[config.mk]
export PLATFORM = sky130hd
export DESIGN_NAME = network_rx_arbiter
export DESIGN_NICKNAME = d
export VERILOG_FILES = /design/src/rtl/network_rx_arbiter.sv
export SDC_FILE = /design/constraint.sdc
export NUM_CORES = 1
export LEC_CHECK = 0
export ABC_CLOCK_PERIOD_IN_PS = 2000
export BUFFER_PORTS_ARGS = -buffer_cell sky130_fd_sc_hd__buf_2
export CORE_MARGIN = 4
export CORE_UTILIZATION = 44
export CTS_CLUSTER_SIZE = 30
export DETAILED_ROUTE_END_ITERATION = 10
export HOLD_SLACK_MARGIN = 0.02
export PLACE_DENSITY = 0.8
export SETUP_SLACK_MARGIN = 0.2
export SLEW_MARGIN = 10
export SYNTH_ARGS = -nofsm -noshare
export SYNTH_HDL_FRONTEND = slang
export SYNTH_SLANG_ARGS = --single-unit
export TNS_END_PERCENT = 20
[constraint.sdc]
create_clock -name clk_sys -period 2 [get_ports clk_sys]
set_input_delay 0.3 -clock clk_sys [delete_from_list [all_inputs] [get_ports clk_sys]]
set_output_delay 0.3 -clock clk_sys [all_outputs]
set_load 0.05 [all_outputs]
[src/rtl/network_rx_arbiter.sv]
// Packet-granular round-robin merge of four show-ahead RX FIFOs into one stream.
// Define NETWORK_RX_ARB_WATCHDOG_EN to force a tail after WATCHDOG_CYCLES empty cycles mid-packet.
module network_rx_arbiter #(
    parameter logic [7:0] WATCHDOG_CYCLES = 8'd255
) (
    input  logic        clk_sys,
    input  logic        reset_n,
    input  logic [35:0] iv_data,
    input  logic [3:0]  iv_data_empty,
    output logic [3:0]  ov_data_rd,
    input  logic [18:0] timer,
    input  logic        i_out_ready,
    output logic [8:0]  ov_data,
    output logic        o_data_wr,
    output logic [1:0]  ov_port_id,
    output logic [18:0] ov_rec_ts,
    output logic        o_pkt_valid_pulse,
    output logic        o_head_error_pulse,
    output logic        o_fifo_underflow_pulse,
    output logic [1:0]  report_arb_state
);
    // state   | meaning
    // IDLE    | wait for ready and a non-empty port, then grant round-robin
    // HEAD    | pop the granted port's first word and validate it
    // TRAN    | forward body words until the tail word
    // DISCARD | drain a malformed or timed-out packet through its tail

    typedef enum logic [1:0] {
        ST_IDLE    = 2'd0,
        ST_HEAD    = 2'd1,
        ST_TRAN    = 2'd2,
        ST_DISCARD = 2'd3
    } arb_state_t;

    arb_state_t state, state_nxt;
    logic [1:0]  grant, grant_nxt;
    logic [1:0]  last_grant, last_grant_nxt;
    logic [8:0]  port_word [4];
    logic [8:0]  cur_word;
    logic        cur_empty;
    logic        arb_found;
    logic [1:0]  arb_port;
    logic        wd_timeout;

    logic [8:0]  data_nxt;
    logic        wr_nxt;
    logic [1:0]  port_id_nxt;
    logic [18:0] ts_nxt;
    logic        pkt_valid_nxt;
    logic        head_err_nxt;
    logic        underflow_nxt;

    for (genvar p = 0; p < 4; p++) begin : g_port
        assign port_word[p] = iv_data[9*p +: 9];
    end

    assign cur_word  = port_word[grant];
    assign cur_empty = iv_data_empty[grant];

    always_comb begin
        arb_found = 1'b0;
        arb_port  = 2'd0;
        for (int i = 1; i <= 4; i++) begin
            if (!arb_found && !iv_data_empty[last_grant + 2'(i)]) begin
                arb_found = 1'b1;
                arb_port  = last_grant + 2'(i);
            end
        end
    end

`ifdef NETWORK_RX_ARB_WATCHDOG_EN
    logic [7:0] empty_cnt;

    // Fires on the WATCHDOG_CYCLES-th consecutive empty cycle inside a packet.
    assign wd_timeout = (state == ST_TRAN) && cur_empty &&
                        (empty_cnt == WATCHDOG_CYCLES - 8'd1);

    always_ff @(posedge clk_sys or negedge reset_n) begin
        if (!reset_n)
            empty_cnt <= 8'd0;
        else if ((state == ST_TRAN) && cur_empty && !wd_timeout)
            empty_cnt <= empty_cnt + 8'd1;
        else
            empty_cnt <= 8'd0;
    end
`else
    assign wd_timeout = 1'b0;
`endif

    always_ff @(posedge clk_sys or negedge reset_n) begin
        if (!reset_n) begin
            state                  <= ST_IDLE;
            grant                  <= 2'd0;
            last_grant             <= 2'd3;
            ov_data                <= 9'h000;
            o_data_wr              <= 1'b0;
            ov_port_id             <= 2'd0;
            ov_rec_ts              <= 19'd0;
            o_pkt_valid_pulse      <= 1'b0;
            o_head_error_pulse     <= 1'b0;
            o_fifo_underflow_pulse <= 1'b0;
        end else begin
            state                  <= state_nxt;
            grant                  <= grant_nxt;
            last_grant             <= last_grant_nxt;
            ov_data                <= data_nxt;
            o_data_wr              <= wr_nxt;
            ov_port_id             <= port_id_nxt;
            ov_rec_ts              <= ts_nxt;
            o_pkt_valid_pulse      <= pkt_valid_nxt;
            o_head_error_pulse     <= head_err_nxt;
            o_fifo_underflow_pulse <= underflow_nxt;
        end
    end

    assign report_arb_state = state;

    always_comb begin
        state_nxt      = state;
        grant_nxt      = grant;
        last_grant_nxt = last_grant;
        case (state)
            ST_IDLE: begin
                if (i_out_ready && arb_found) begin
                    grant_nxt = arb_port;
                    state_nxt = ST_HEAD;
                end
            end
            ST_HEAD: begin
                if (!cur_empty)
                    state_nxt = cur_word[8] ? ST_TRAN : ST_DISCARD;
            end
            ST_TRAN: begin
                if (!cur_empty) begin
                    if (cur_word[8]) begin
                        last_grant_nxt = grant;
                        state_nxt      = ST_IDLE;
                    end
                end else if (wd_timeout) begin
                    state_nxt = ST_DISCARD;
                end
            end
            ST_DISCARD: begin
                if (!cur_empty && cur_word[8]) begin
                    last_grant_nxt = grant;
                    state_nxt      = ST_IDLE;
                end
            end
            default: state_nxt = ST_IDLE;
        endcase
    end

    always_comb begin
        ov_data_rd    = 4'b0000;
        data_nxt      = 9'h000;
        wr_nxt        = 1'b0;
        port_id_nxt   = ov_port_id;
        ts_nxt        = 19'd0;
        pkt_valid_nxt = 1'b0;
        head_err_nxt  = 1'b0;
        underflow_nxt = 1'b0;
        case (state)
            ST_HEAD: begin
                if (!cur_empty) begin
                    ov_data_rd = 4'b0001 << grant;
                    if (cur_word[8]) begin
                        data_nxt    = cur_word;
                        wr_nxt      = 1'b1;
                        ts_nxt      = timer;
                        port_id_nxt = grant;
                    end else begin
                        head_err_nxt = 1'b1;
                    end
                end
            end
            ST_TRAN: begin
                if (!cur_empty) begin
                    ov_data_rd    = 4'b0001 << grant;
                    data_nxt      = cur_word;
                    wr_nxt        = 1'b1;
                    pkt_valid_nxt = cur_word[8];
                end else if (wd_timeout) begin
                    data_nxt      = 9'h100;
                    wr_nxt        = 1'b1;
                    underflow_nxt = 1'b1;
                end
            end
            ST_DISCARD: begin
                if (!cur_empty)
                    ov_data_rd = 4'b0001 << grant;
            end
            default: ;
        endcase
    end

endmodule

==> summary.txt <==
Place
  – Routability cong.: 0.748
  – DP Cell Count: about 280
  – DP Worst Slack: 0.196 ns
  – DP Wirelength: between 3000 and 4000 um
  – PortBufs: 100

Synth
  – Synth Warn #: 0
  – Top_reg_cell synth: dfrtp_1
  – Syn avg cell area: 13.1 um^2
  – Post-synthesis cell type count: 38
  – Post-Syn Instances: 137
  – Post-synthesis sequential area ratio: a little over half
  – Cell Area, Synth: 0.00179 mm^2
  – #FFs+latches synth: 39
  – Syn nets: 203
  – Count of flip-flops with a built-in enable after synthesis: 0
  – Ys async rst share: 100%

Global routing
  – Vias in the first global route: 1459
  – Initial antenna violation count: 0
  – Final global-route overflow total: 0
  – First-pass GRT wire length: 6660 um
  – Largest net degree at the start of global routing: 40
  – GRT Resource Usage Total: 17.0%

Critical path
  – Top cell family by delay on the critical path: buffers and inverters
  – FF-to-FF path depth: 4
  – Worst Setup EP: ov_data_rd[0]
  – R2R setup slack: between 0.2 and 0.3 ns
  – R2r startpoint: grant[0]
  – Crit-path max FO: 15
  – Worst endpoint required time: 1.70 ns
  – Critical path's slowest cell: dfrtp_1
  – Buf/Inv on CP: 2
  – Crit path launch type: flip-flop
  – WS Path Type: reg2out
  – Cell Chain, Critical Path: buf_6 -> nor4_4 -> buf_2
  – Worst path arrival time: approximately 1.5 ns
  – CP startpoint: grant[1]
  – Crit end category: primary output
  – Critical path depth: 3
  – R2R Path End: last_grant[0]
  – Crit-path max cell delay: 0.43 ns

Clock tree
  – Clk_lat worst skew: 0.28 ns
  – Total CTS buffers: 5
  – Hold Buf Count CTS: 0
  – CTS tree: built
  – H-tree depth: 2
  – Sink Count: 39
  – Clock transition at the registers of the reported paths: 0.07 ns
  – Bufs on Longest Clock Path: 2
  – Root buf cell: clkbuf_8

Timing
  – Setup TNS: 0 ns
  – Final setup viols: 0
  – Final period utilization: 87.4%
  – Slew Limit Fails: 0
  – F_max: 0.572 GHz
  – Hold Vio Cnt, Final: 0
  – Min Tclk post-route: about 1.7 ns
  – Clock Skews: 0.00455 ns
  – Worst Slack Setup Final: 0.252 ns
  – RSZ-0062 raised after global routing: true

Job
  – MaxCap Viol Count: 0

Die
  – DIE WIDTH: ~70 um
  – Die area: 0.00516 mm^2
  – Starting density of the core: 47.2%
  – Die height: 71.9 um
  – Core area: 0.00380 mm^2
  – I/O Pins: 102
  – # rows: 22

Finish
  – Share of layout cells above drive strength 1: 58.8%
  – P&R area growth vs syn: 41.5%
  – Most frequent cells in the layout: buf_2 (97), dfrtp_1 (34), and2_1 (19), mux4_2 (10), nor2b_1 (8)
  – Finished Layout Cells: 293
  – Final nets: slightly above 300
  – Commonest non-fill, non-tap cell in the layout: buf_2
  – Antenna Cells: 0
  – Final Util: ~67%

Worst hold path
  – Hold Crit Class: in2async

Drt
  – Max Used Layer: met4
  – Antenna Nets Post-Route: 0
  – Vias per cell: 4.96
  – Routed wl met2: 2290 um
  – Routed wl met3: 417 um
  – Initial DRT Pass Iterations: 4
  – DR DRC count: 0
  – M1 WL: ~1700 um
  – Drt total wl: 4450 um
  – Iteration-0 DRC Markers: 48
  – Drt wl/cell: 15.2 um
  – Vias after detailed routing: 1453

Pwr
  – Max VDD drop: just over 0.9 mV
  – Total power draw: between 3 and 4 mW
  – Pwr dens: 1450 mW/mm^2
  – Pleak: roughly 1.4 nW

Run status
  – Run status: finished, final reports clean
[worst min path at each step]
stage	endpoint	slack (ns)	depth (start not counted)
global placement	ov_rec_ts[12]	0.37	2
finish	ov_rec_ts[12]	0.05	2
floorplan	grant[0]	0.004	0
CTS	ov_rec_ts[7]	0.06	2
global route	ov_rec_ts[12]	0.1	2
detailed placement	ov_rec_ts[12]	0.37	2
[routing by layer]
| metal | track usage, % | vias to the layer above |
|---|---|---|
| li1 | - | 686 |
| met1 | 19.9 | 690 |
| met2 | 30.0 | 71 |
| met3 | 5.33 | 6 |
| met5 | 0 | - |
| met4 | 4.59 | 0 |
[cells in the mapped netlist (all sizes together) (3+ instances only)]
cell	count	area, um^2
inv	7	26.3
a21oi	3	15.0
o21ai	5	25.0
and2	19	119
nand2	3	11.3
ha	4	50.1
mux2	5	60.1
dfrtp	37	926
buf	6	43.8
mux4	10	225
nor2	5	18.8
nor2b	8	50.1
[timing repair]
item	in CTS	in global routing
setup buffers	0	2
gates resized for setup	2	7
endpoints found under the setup margin	6	20
[metrics by stage]
| step | instance area [um^2] | hold slack, ns |
|---|---|---|
| final | 2540 | 0.0530 |
| after floorplan | 1870 | 0.00441 |
| after detailed placement | 2420 | 0.374 |
| after global placement | 2420 | 0.371 |
| after global routing | 2540 | 0.0981 |
| after CTS | 2510 | 0.0645 |
[power breakdown]
| group | internal [mW] | switching, mW |
|---|---|---|
| Combinational | 0.795 | 1.29 |
| Sequential | 1.00 | 0.102 |
| Clock | 0.244 | 0.246 |
| Total | 2.04 | 1.64 |
[cell type report]
type,instances,area [um^2]
Clock buffer,7,76.3
Fill cell,292,1260
Multi-Input combinational cell,84,817
Sequential cell,39,982
Clock inverter,1,5.00
Inverter,7,26.3
Timing Repair Buffer,107,572
Tap cell,48,60.1
[logic make-up after synthesis]
family                   count (synthesis)  share of synthesized area [%]
adder cells (fa/ha/maj)                  4                           2.79
AO/OA/AOI/OAI                           16                           5.86
multiplexers                            15                           15.9
AND/OR/NAND/NOR                         48                           16.6
other                                    1                          0.209
flip-flops                              39                           54.5
buffers and inverters                   14                           4.11
[registers in the layout, indices dropped and copies added (netlist names)]
signal	flops
ov_port_id	2
ov_rec_ts	19
o_data_wr	1
grant	2
o_head_error_pulse	1
report_arb_state	2
ov_data	9
last_grant	2
o_pkt_valid_pulse	1
[worst reg2reg max path, cell delays in order, from the launching register on]
cell and delay (ns):
dfrtp_2 0.41, mux4_2 0.57, nand2b_4 0.19, nor2_2 0.14, mux2_2 0.34
Note: power is estimated with default switching activity, not from simulation.
